--- src/rtl/mc_pkg.sv ---
// rtl/mc_pkg.sv - shared types, opcodes, mux encodings and per-state control table for mc_control_fsm
package mc_pkg;

   typedef enum logic [3:0] {
      S_BOOT, S_FETCH, S_DECODE, S_MEM_ADDR, S_MEM_READ, S_MEM_WB, S_MEM_WRITE,
      S_R_EXEC, S_R_WB, S_ADDI_EXEC, S_ADDI_WB, S_BRANCH, S_JUMP, S_TRAP
   } state_t;

   typedef enum logic [2:0] {
      CLS_R, CLS_MEM, CLS_BRANCH, CLS_JUMP, CLS_ADDI, CLS_ILLEGAL
   } op_class_t;

   localparam logic [5:0] OP_RTYPE = 6'h00;
   localparam logic [5:0] OP_J     = 6'h02;
   localparam logic [5:0] OP_BEQ   = 6'h04;
   localparam logic [5:0] OP_ADDI  = 6'h08;
   localparam logic [5:0] OP_LW    = 6'h23;
   localparam logic [5:0] OP_SW    = 6'h2B;

   localparam logic [1:0] ALUOP_ADD   = 2'b00;
   localparam logic [1:0] ALUOP_SUB   = 2'b01;
   localparam logic [1:0] ALUOP_FUNCT = 2'b10;

   localparam logic [1:0] ALUSRCB_REGB     = 2'b00;
   localparam logic [1:0] ALUSRCB_CONST4   = 2'b01;
   localparam logic [1:0] ALUSRCB_IMM      = 2'b10;
   localparam logic [1:0] ALUSRCB_IMM_SHL2 = 2'b11;

   localparam logic [1:0] PCSRC_ALU    = 2'b00;
   localparam logic [1:0] PCSRC_ALUREG = 2'b01;
   localparam logic [1:0] PCSRC_JUMP   = 2'b10;
   localparam logic [1:0] PCSRC_TRAP   = 2'b11;

   typedef struct packed {
      logic       reg_dst;
      logic       alu_src_a;
      logic       mem_to_reg;
      logic       reg_write;
      logic       mem_read;
      logic       mem_write;
      logic       branch;
      logic       pc_write;
      logic       ir_write;
      logic       i_or_d;
      logic [1:0] alu_op;
      logic [1:0] alu_src_b;
      logic [1:0] pc_source;
      logic       trap;
   } ctrl_t;

   // Moore output table: every strobe is a pure function of the state.
   function automatic ctrl_t ctrl_for(input state_t s);
      ctrl_t c;
      c = '0;
      case (s)
         S_FETCH: begin
            c.mem_read  = 1'b1;
            c.ir_write  = 1'b1;
            c.pc_write  = 1'b1;
            c.alu_src_b = ALUSRCB_CONST4;
            c.alu_op    = ALUOP_ADD;
            c.pc_source = PCSRC_ALU;
         end
         S_DECODE:    c.alu_src_b = ALUSRCB_IMM_SHL2;
         S_MEM_ADDR, S_ADDI_EXEC: begin
            c.alu_src_a = 1'b1;
            c.alu_src_b = ALUSRCB_IMM;
         end
         S_MEM_READ:  begin c.mem_read  = 1'b1; c.i_or_d = 1'b1; end
         S_MEM_WB:    begin c.reg_write = 1'b1; c.mem_to_reg = 1'b1; end
         S_MEM_WRITE: begin c.mem_write = 1'b1; c.i_or_d = 1'b1; end
         S_R_EXEC: begin
            c.alu_src_a = 1'b1;
            c.alu_src_b = ALUSRCB_REGB;
            c.alu_op    = ALUOP_FUNCT;
         end
         S_R_WB:      begin c.reg_write = 1'b1; c.reg_dst = 1'b1; end
         S_ADDI_WB:   c.reg_write = 1'b1;
         S_BRANCH: begin
            c.alu_src_a = 1'b1;
            c.alu_src_b = ALUSRCB_REGB;
            c.alu_op    = ALUOP_SUB;
            c.branch    = 1'b1;
            c.pc_source = PCSRC_ALUREG;
         end
         S_JUMP:      begin c.pc_write = 1'b1; c.pc_source = PCSRC_JUMP; end
         S_TRAP:      begin c.pc_write = 1'b1; c.pc_source = PCSRC_TRAP; c.trap = 1'b1; end
         default:     c = '0;
      endcase
      return c;
   endfunction

endpackage

--- src/rtl/mc_opcode_decode.sv ---
// rtl/mc_opcode_decode.sv - combinational opcode to instruction-class lookup, consulted in DECODE
module mc_opcode_decode
   import mc_pkg::*;
(
   input  logic [5:0] opcode,
   output op_class_t  op_class
);

   always_comb begin
      op_class = CLS_ILLEGAL;
      case (opcode)
         OP_RTYPE:     op_class = CLS_R;
         OP_LW, OP_SW: op_class = CLS_MEM;
         OP_BEQ:       op_class = CLS_BRANCH;
         OP_J:         op_class = CLS_JUMP;
         OP_ADDI:      op_class = CLS_ADDI;
         default:      op_class = CLS_ILLEGAL;
      endcase
   end

endmodule

--- src/rtl/mc_control_fsm.sv ---
// rtl/mc_control_fsm.sv - multicycle MIPS-subset control FSM; MCCTRL_MEM_WAIT_EN adds mem_ready wait states
module mc_control_fsm
   import mc_pkg::*;
#(
   parameter int CNT_W    = 32,
   parameter bit TRAP_VEC = 1'b1
) (
   input  logic             clk,
   input  logic             rst,
   input  logic [5:0]       opcode,
`ifdef MCCTRL_MEM_WAIT_EN
   input  logic             mem_ready,
`endif
   output logic             reg_dst,
   output logic             alu_src_a,
   output logic             mem_to_reg,
   output logic             reg_write,
   output logic             mem_read,
   output logic             mem_write,
   output logic             branch,
   output logic             pc_write,
   output logic             ir_write,
   output logic             i_or_d,
   output logic [1:0]       alu_op,
   output logic [1:0]       alu_src_b,
   output logic [1:0]       pc_source,
   output logic             trap,
   output logic [CNT_W-1:0] retired
);

   state_t     state;
   state_t     nxt;
   logic [5:0] op_q;
   ctrl_t      ctrl_q;
   op_class_t  op_class;
   logic       mem_go;
   logic       retire_evt;

`ifdef MCCTRL_MEM_WAIT_EN
   assign mem_go = mem_ready;
`else
   assign mem_go = 1'b1;
`endif

   mc_opcode_decode u_decode (
      .opcode   (opcode),
      .op_class (op_class)
   );

   always_comb begin
      nxt = state;
      case (state)
         S_BOOT:      nxt = S_FETCH;
         S_FETCH:     if (mem_go) nxt = S_DECODE;
         S_DECODE: begin
            case (op_class)
               CLS_R:      nxt = S_R_EXEC;
               CLS_MEM:    nxt = S_MEM_ADDR;
               CLS_BRANCH: nxt = S_BRANCH;
               CLS_JUMP:   nxt = S_JUMP;
               CLS_ADDI:   nxt = S_ADDI_EXEC;
               default:    nxt = TRAP_VEC ? S_TRAP : S_FETCH;
            endcase
         end
         S_MEM_ADDR:  nxt = (op_q == OP_LW) ? S_MEM_READ : S_MEM_WRITE;
         S_MEM_READ:  if (mem_go) nxt = S_MEM_WB;
         S_MEM_WRITE: if (mem_go) nxt = S_FETCH;
         S_R_EXEC:    nxt = S_R_WB;
         S_ADDI_EXEC: nxt = S_ADDI_WB;
         S_MEM_WB, S_R_WB, S_ADDI_WB, S_BRANCH, S_JUMP, S_TRAP: nxt = S_FETCH;
         default:     nxt = S_BOOT;
      endcase
   end

   // A FETCH->FETCH hold is a wait state, not a completed instruction.
   assign retire_evt = (nxt == S_FETCH) &&
                       !(state inside {S_BOOT, S_TRAP, S_FETCH});

   always_ff @(posedge clk) begin
      if (rst) begin
         state   <= S_BOOT;
         ctrl_q  <= '0;
         op_q    <= '0;
         retired <= '0;
      end else begin
         state  <= nxt;
         ctrl_q <= ctrl_for(nxt);
         if (state == S_DECODE) op_q <= opcode;
         if (retire_evt) retired <= retired + CNT_W'(1);
      end
   end

   assign reg_dst    = ctrl_q.reg_dst;
   assign alu_src_a  = ctrl_q.alu_src_a;
   assign mem_to_reg = ctrl_q.mem_to_reg;
   assign reg_write  = ctrl_q.reg_write;
   assign mem_read   = ctrl_q.mem_read;
   assign mem_write  = ctrl_q.mem_write;
   assign branch     = ctrl_q.branch;
   assign i_or_d     = ctrl_q.i_or_d;
   assign alu_op     = ctrl_q.alu_op;
   assign alu_src_b  = ctrl_q.alu_src_b;
   assign pc_source  = ctrl_q.pc_source;
   assign trap       = ctrl_q.trap;

`ifdef MCCTRL_MEM_WAIT_EN
   // IR load and PC increment only on the cycle the fetch data is actually valid.
   assign ir_write = ctrl_q.ir_write & ((state != S_FETCH) | mem_ready);
   assign pc_write = ctrl_q.pc_write & ((state != S_FETCH) | mem_ready);
`else
   assign ir_write = ctrl_q.ir_write;
   assign pc_write = ctrl_q.pc_write;
`endif

endmodule

--- config.mk ---
export PLATFORM = sky130hd
export DESIGN_NAME = mc_control_fsm
export DESIGN_NICKNAME = d
export VERILOG_FILES = /design/src/rtl/mc_pkg.sv /design/src/rtl/mc_opcode_decode.sv /design/src/rtl/mc_control_fsm.sv
export SDC_FILE = /design/constraint.sdc
export NUM_CORES = 1
export LEC_CHECK = 0
export ABC_AREA = 0
export CORE_UTILIZATION = 40
export DETAILED_ROUTE_END_ITERATION = 10
export GPL_ROUTABILITY_DRIVEN = 0
export GPL_TIMING_DRIVEN = 0
export SETUP_SLACK_MARGIN = 0.5
export SLEW_MARGIN = 30
export SYNTH_ARGS = -nofsm -noshare
export SYNTH_HDL_FRONTEND = slang
export SYNTH_HIERARCHICAL = 1
export SYNTH_SLANG_ARGS = --single-unit
--- constraint.sdc ---
create_clock -name clk -period 7.2 [get_ports clk]
set_clock_uncertainty 0.2 [all_clocks]
set_input_delay 1.44 -clock clk [delete_from_list [all_inputs] [get_ports clk]]
set_output_delay 1.44 -clock clk [all_outputs]
set_load 0.1 [all_outputs]
== Word level (Yosys, flattened, before mapping) ==
Cells that the tools add are included.
Cells by class
  multipliers: 0
  div/mod/pow operators: 0
  shifts and indexed selects: 0
  bitwise operators: 0
  $add $sub $neg: 1
  eq/ne operators: 36
  $lt $le $gt $ge: 0
  muxes and demuxes: 18
  reductions and logical operators: 14
Operators by type and width (count)
  $eq 4x4->1 const B: 12
  $add 32x1->32 const B: 1
  $eq 4x3->1 const B: 8
  $pmux 4 s7: 1
  $pmux 4 s5: 1
  $eq 6x6->1 const B: 3
  $eq 4x2->1 const B: 4
  $pmux 3 s5: 1
  $pmux 2 s3: 2
  $mux 1: 11
  $eq 4x1->1 const B: 2
  $reduce_or 2->1: 4
  $reduce_or 8->1: 1
  $eq 3x2->1 const B: 2
  $eq 6x2->1 const B: 1
  $eq 6x3->1 const B: 1
  $eq 6x4->1 const B: 1
  $logic_not 6->1: 1
  $reduce_or 3->1: 2
  $logic_not 4->1: 1
  $pmux 2 s2: 1
  $reduce_or 4->1: 1
  $eq 3x1->1 const B: 1
  $eq 3x3->1 const B: 1
  other kinds (5): 5
Storage, ports and cells
  RAM bits: 0
  register bits after elaboration: 59
  word-level logic and storage cells: 86
  memories kept: 0
  input bits: 8
  bits in latches: 0
  memory bits (read-only): 0

== Longest topological paths before layout ==
Gate-level depths: netlist of run 1.
  word-level depth: 9
  gate-level depth with buffers: 9

== By module ==
Netlist of run 1, hierarchy kept.
Modules (own cells, without submodules)
  mc_control_fsm: area an instance 2757.6 µm², cells each 318, times used 1, seq. area each 1181.1 µm²
  mc_opcode_decode: area an instance 60.1 µm², cells each 7, times used 1, seq. area each 0.0 µm²

== Worst setup path before layout of run 1 ==
OpenSTA, ideal clock, no wires.
  path type: input -> register
  from: input port opcode[0]
  to: register retired[1]
  setup time: 0.128 ns
  arrival time: 3.516 ns
  data required time: 6.872 ns
  setup slack: 3.357 ns
  stages: 9
  path through: or3_4 > nor3_1 > and4bb_4 > o221ai_4 > nand4_4 > clkbuf_1 > buf_2 > mux2i_1 > nor2_1
On the way
  word-level cells in the longest chain between the ends: 8
  elaborated cells on any way between the ends: 17
  those cells by class: eq/ne: 10; mux: 3; reduce/logical: 4
Ends and longest elaborated chain
  start: declaration: line mc_control_fsm.sv:10  | input logic [5:0] opcode,
  $eq 6x6->1: line mc_opcode_decode.sv:11  | case (opcode)
  $reduce_or 2->1: line mc_opcode_decode.sv:11
  $pmux 3 s5 *: line mc_opcode_decode.sv:11
  named net op_class[1]: line mc_control_fsm.sv:35  | op_class_t op_class;
  $eq 3x3->1, or another cell as far along: line mc_control_fsm.sv:56  | case (op_class)
  $pmux 4 s5 *: line mc_control_fsm.sv:56
  $pmux 4 s7 *: line mc_control_fsm.sv:52  | case (state)
  $eq 4x1->1 *: line mc_control_fsm.sv:76  | assign retire_evt = (nxt == S_FETCH) &&
  $logic_and 1x1->1 *: line mc_control_fsm.sv:76
  end signal: assignment: line mc_control_fsm.sv:89  | if (retire_evt) retired <= retired + CNT_W'(1);
  end: declaration: line mc_control_fsm.sv:28  | output logic [CNT_W-1:0] retired
The timed path passes the listed nets; every way through them passes the cells marked *.
A chain may end at the register's enable or synchronous reset.

== Final worst setup path of run 1 ==
Same ends and word-level chain as after synthesis.

==> results.sh, run 1 <==
export IMPL_timing_fmax_ghz=0.220
export IMPL_wl_per_cell_um=14.6
export IMPL_cts_tree="yes"
export IMPL_async_flop_share=0
export IMPL_cp_cell_sequence="clkdlybuf4s50_1 -> or3_4 -> nor3_1 -> and4bb_4 -> o221ai_4 -> nand4_4 -> clkbuf_1 -> buf_2 -> mux2i_1 -> nor2_1"
export IMPL_slowest_delay_ps=590
export IMPL_crit_path_end_kind="flip-flop"
export IMPL_wirelength_um=7200
export IMPL_grt_antenna_before_repair=0
export IMPL_cts_buffers=9
export IMPL_first_iter_violations=140
export IMPL_final_setup_viol_count=0
export IMPL_crit_arrival_ps=4550
export IMPL_cts_hold_buf=0
export IMPL_synthFlopType="dfxtp_1"
export IMPL_n_antenna_cell=0
export IMPL_netlist_area_um2=2820
export IMPL_core_area_um2=6790
export IMPL_fillers=667
export IMPL_largest_reg_flops=32
export IMPL_vdd_drop_max_uv=90.8
export IMPL_synth_edf_count=0
export IMPL_firstDrtPassIters=4
export IMPL_via_count=2735
export IMPL_clk_insertion_delay_late_ps=340
export IMPL_ff_latch_area_um2=1180
export IMPL_via_per_inst=5.55
export IMPL_rrSetupSlack_ps=4640
export IMPL_hold_path_class="reg -> reg"
export IMPL_maxSlewHeadroom=0.343
export IMPL_outcome="complete, no violations"
export IMPL_pre_cts_slack_ps=2360
export IMPL_final_cells=493
export IMPL_die_w_um=85.9
export IMPL_synth_area_per_cell_um2=8.67
export IMPL_rsz0062_at_grt="false"
export IMPL_slowest_stage="nor3_1"
export IMPL_post_route_min_period_ps=4540
export IMPL_chipHeight_um=85.9
export IMPL_grt_overflow_total=0
export IMPL_drive_gt1_frac=0.0932
export IMPL_crit_fanout=10
export IMPL_syn_to_final_growth_pct=32.2
export IMPL_ys_ff_latch=59
export IMPL_tns_ps=0
export IMPL_place_detailed_hpwl_um=4960
export IMPL_hold_viol=0
export IMPL_postCtsSetupBuffers=0
export IMPL_ctsHtreeMaxLevel=3
export IMPL_fin_nets=401
export IMPL_worstMarginPinSlew_ps=982
export IMPL_drc=0
export IMPL_num_rows=30
export IMPL_synth_nets=334
export IMPL_multi_input_area_um2=1510
export IMPL_place_area_um2=3500
export IMPL_cts_sinks=59
export IMPL_regMostFlops="retired"
export IMPL_cts_buffer_depth=2
export IMPL_ios=57
export IMPL_fp_dieArea_um2=7380
export IMPL_io_buffers=56
export IMPL_layout_commonest_cell="dfxtp_1"
export IMPL_yosys_warnings=6
export IMPL_cts_root_buf="clkbuf_8"
export IMPL_synthDistinctLibCells=54
export IMPL_dp_cells=477
export IMPL_leakagePower_uw=0.00116
export IMPL_reg_top3="retired (32), op_q (6), state (4)"
export IMPL_postRouteAntennaNets=0
export IMPL_finalWorstSetupSlack_ps=2660
export IMPL_cts_resized_gates=0
export IMPL_clk_pin_slew_worst_paths_ps=70
export IMPL_syn_inst=325
export IMPL_grt_pass1_wl_um=11900
export IMPL_fin_area_um2=3730
export IMPL_p_per_area_nw_per_um2=230
export IMPL_start_util=0.415
export IMPL_required_ps=7210
export IMPL_cp_start_kind="input pin"
export IMPL_grt_use_total=0.204
export IMPL_final_cell_mix="dfxtp_1 (59), clkdlybuf4s50_1 (56), a21oi_1 (41)"
export IMPL_crit_type="in -> reg"
export IMPL_grt_pass1_vias=2379
export IMPL_cap_violations=0
export IMPL_fin_crit_sh=0.631
export IMPL_slew_viol_final=0
export IMPL_yosysSeqAreaShare=0.419
export IMPL_grt_max_degree=11
[power breakdown]
group,internal [µW],switching (µW),total [µW]
registers,338,6.47,345
logic,48.2,119,167
clock network,213,133,347
total,600,259,859
[critical path, delay by kind of cell]
family	cells	cell delay (ps)
multiplexers	1	210
AND/OR/NAND/NOR	5	1570
buffers and inverters	3	1180
AO/OA/AOI/OAI	1	140
[per-layer routing]
metal	track usage	vias up	wire [µm]
met3	0.0520	12	339
met4	0.0727	0	104
met5	0	-	0
li1	-	1359	-
met2	0.289	65	3050
met1	0.298	1299	3710
[logic make-up (layout without fill, tap and decap cells)]
kind of cell               count (synthesis)  count (layout)  synth area share
buffers and inverters                     29             101            0.0462
AOI/OAI and AO/OA                         86              86             0.198
adders and majority gates                  1               1           0.00444
and+or+nand+nor                          144             144             0.312
xor gates and xnor gates                   4               4            0.0124
muxes                                      2               2           0.00755
DFF                                       59              59             0.419
[area by class of cell]
cell class	count	share of cell area
multi-input combinational	237	0.404
sequential	59	0.317
timing repair buffer	56	0.150
clock buffer	12	0.0416
tap	96	0.0322
buffer	20	0.0259
clock inverter	4	0.0195
inverter	9	0.00907
[synth_stat cells, types with 4 or more instances]
cell type	count	area share
dfxtp_1	59	0.42
nand4_1	10	0.022
inv_1	9	0.012
nand2_1	29	0.039
nor3_1	4	0.0071
or4_1	16	0.043
nand3_1	12	0.021
and2_1	4	0.0089
o31ai_1	16	0.043
o21ai_0	8	0.014
and4_1	5	0.016
o41ai_1	7	0.022
buf_2	5	0.0089
nand4b_1	7	0.022
a21oi_1	41	0.073
nor2_1	22	0.029
or3_1	5	0.011
clkbuf_1	12	0.016
[path summary, 6_finish.rpt]
check        cells past startpoint            startpoint                      end
max reg2reg                      5   state[1]$_SDFF_PP0_  alu_src_b[1]$_SDFF_PP0_
min                              2  op_q[1]$_SDFFE_PP0P_     op_q[1]$_SDFFE_PP0P_
min reg2reg                      2  op_q[1]$_SDFFE_PP0P_     op_q[1]$_SDFFE_PP0P_
max                             10             opcode[0]  retired[1]$_SDFFE_PP0P_
[through the flow]
| step | hold WS (ps) | total power [µW] | util |
|---|---|---|---|
| 2_1_floorplan | 231 | 477 | - |
| 3_3_place_gp | 243 | 518 | 0.515 |
| 3_5_place_dp | 250 | 519 | 0.515 |
| 4_1_cts | 260 | 865 | 0.548 |
| 5_1_grt | 275 | 892 | 0.548 |
| 6_report | 257 | 859 | 0.548 |
Power figures use the tool's default switching activity.
==> run 2: changes to the inputs <==
--- a/config.mk
+++ b/config.mk
@@ -10,6 +10,7 @@
 export DETAILED_ROUTE_END_ITERATION = 10
 export GPL_ROUTABILITY_DRIVEN = 0
 export GPL_TIMING_DRIVEN = 0
+export PLACE_DENSITY = 0.67
 export SETUP_SLACK_MARGIN = 0.5
 export SLEW_MARGIN = 30
 export SYNTH_ARGS = -nofsm -noshare
==> constraint.sdc (replaced) <==
create_clock -name clk -period 4.1 [get_ports clk]
set_clock_uncertainty 0.2 [all_clocks]
set_input_delay 0.82 -clock clk [delete_from_list [all_inputs] [get_ports clk]]
set_output_delay 0.82 -clock clk [all_outputs]
set_load 0.1 [all_outputs]
==> run 2 against run 1 <==
Compared with the run above: sequential share of layout area is 0.45 points lower; die area did not move; routed wire length rose by 2.5%; global-route usage rose by 0.15 points; combinational power increased by 83%; register-to-register slack got worse by 3200 ps.
==> results.sh, run 2 (synthesis results as in run 1) <==
export IMPL_outcome="complete, no violations"
export IMPL_grt_max_degree=12
export IMPL_chipHeight_um=85.9
export IMPL_slew_viol_final=0
export IMPL_worstMarginPinSlew_ps=987
export IMPL_cts_sinks=59
export IMPL_fillers=631
export IMPL_wirelength_um=7380
export IMPL_crit_arrival_ps=3500
export IMPL_cts_root_buf="clkbuf_8"
export IMPL_place_detailed_hpwl_um=4970
export IMPL_post_route_min_period_ps=3500
export IMPL_syn_to_final_growth_pct=34.1
export IMPL_hold_viol=0
export IMPL_die_w_um=85.9
export IMPL_clk_pin_slew_worst_paths_ps=70
export IMPL_n_antenna_cell=0
export IMPL_grt_use_met3=0.0433
export IMPL_cts_hold_buf=0
export IMPL_rsz0062_at_grt="false"
export IMPL_grt_use_met1=0.284
export IMPL_crit_path_end_kind="flip-flop"
export IMPL_largest_reg_flops=32
export IMPL_required_ps=4100
export IMPL_grt_overflow_total=0
export IMPL_crit_type="in -> reg"
export IMPL_place_area_um2=3500
export IMPL_num_rows=30
export IMPL_leakagePower_uw=0.00117
export IMPL_layout_commonest_cell="dfxtp_1"
export IMPL_reg_top3="retired (32), op_q (6), state (4)"
export IMPL_met2_usage=0.313
export IMPL_drive_gt1_frac=0.127
export IMPL_start_util=0.415
export IMPL_final_cell_mix="dfxtp_1 (59), clkdlybuf4s50_1 (56), a21oi_1 (41)"
export IMPL_grt_use_total=0.206
export IMPL_firstDrtPassIters=5
export IMPL_postRouteAntennaNets=0
export IMPL_drc=0
export IMPL_maxSlewHeadroom=0.340
export IMPL_first_iter_violations=201
export IMPL_fin_crit_sh=0.854
export IMPL_fin_nets=405
export IMPL_cts_tree="yes"
export IMPL_final_util=0.556
export IMPL_ios=57
export IMPL_via_per_inst=5.64
export IMPL_grt_pass1_vias=2523
export IMPL_fin_area_um2=3780
export IMPL_vdd_drop_max_uv=170
export IMPL_io_buffers=56
export IMPL_hold_path_class="reg -> reg"
export IMPL_fp_dieArea_um2=7380
export IMPL_ctsHtreeMaxLevel=3
export IMPL_cap_violations=0
export IMPL_via_count=2803
export IMPL_final_setup_viol_count=0
export IMPL_crit_fanout=10
export IMPL_busiest_layer="met2"
export IMPL_grt_antenna_before_repair=0
export IMPL_grt_pass1_wl_um=12100
export IMPL_regMostFlops="retired"
export IMPL_cts_buffers=9
export IMPL_wl_per_cell_um=14.9
export IMPL_core_area_um2=6790
export IMPL_p_per_area_nw_per_um2=379
export IMPL_cp_start_kind="input pin"
export IMPL_clk_insertion_delay_late_ps=340
export IMPL_timing_fmax_ghz=0.285
export IMPL_cts_buffer_depth=2
run 2: changes by cell type in the layout (fill, tap and decap cells not counted), sizes merged:
cell | previous run | this run
bufinv | 2 | 1
clkinv | 1 | 4
clkinvlp | 1 | 2
buf | 8 | 12
clkbuf | 24 | 21
run 2: repair_timing:
| action | in CTS | in global routing |
|---|---|---|
| resized for setup | 7 | 7 |
| buffers inserted | 2 | 2 |
| pin swaps | 3 | 2 |
| endpoints found under the hold margin | 0 | 0 |
| endpoints found under the setup margin | 30 | 8 |
run 2: power breakdown:
part	internal, µW	total (µW)	switching [µW]
sequential	594	605	11.6
combinational	92.4	306	213
clock	278	521	243
run 2: cell type report:
class,count,area [µm²],area share
clock inverter,7,68.8,0.0182
tap,96,120,0.0318
timing repair buffer,60,591,0.156
inverter,9,33.8,0.00894
sequential,59,1180,0.312
buffer,20,105,0.0278
multi-input combinational,237,1560,0.412
clock buffer,9,124,0.0328
run 2: path summary, 6_finish.rpt:
| kind | end | startpoint | slack [ps] | cells after the start |
|---|---|---|---|---|
| hold reg to reg | op_q[3]$_SDFFE_PP0P_ | op_q[3]$_SDFFE_PP0P_ | 260 | 2 |
| hold / removal | op_q[3]$_SDFFE_PP0P_ | op_q[3]$_SDFFE_PP0P_ | 260 | 2 |
| setup reg to reg | retired[30]$_SDFFE_PP0P_ | retired[13]$_SDFFE_PP0P_ | 1480 | 6 |
| setup / recovery | retired[29]$_SDFFE_PP0P_ | opcode[0] | 600 | 10 |
run 2: worst max-delay path, stage by stage:
cell	delay (ps)
clkdlybuf4s50_1	450
or3_4	420
a211o_2	370
and4bb_4	230
o221ai_4	220
nand4_4	140
clkbuf_4	200
buf_4	200
o41ai_2	340
a21oi_1	100
run 2: through the flow:
stage / setup TNS, ps / power, µW / hold slack (ps) / cells / setup WS (ps)
after CTS: 0 / 1430 / 257 / 495 / 513
after global routing: 0 / 1490 / 280 / 497 / 513
after floorplan: 0 / 838 / 231 / 325 / 877
after detailed placement: -447 / 911 / 246 / 477 / -117
after global placement: -31.2 / 907 / 241 / 477 / -20.5
final: 0 / 1430 / 257 / 497 / 597
run 2: routing by layer:
metal  vias to the layer above  part of all wire
met1                      1322              0.47
met3                        10             0.049
met5                         -                 0
met4                         0             0.015
li1                       1371                 -
met2                       100              0.46
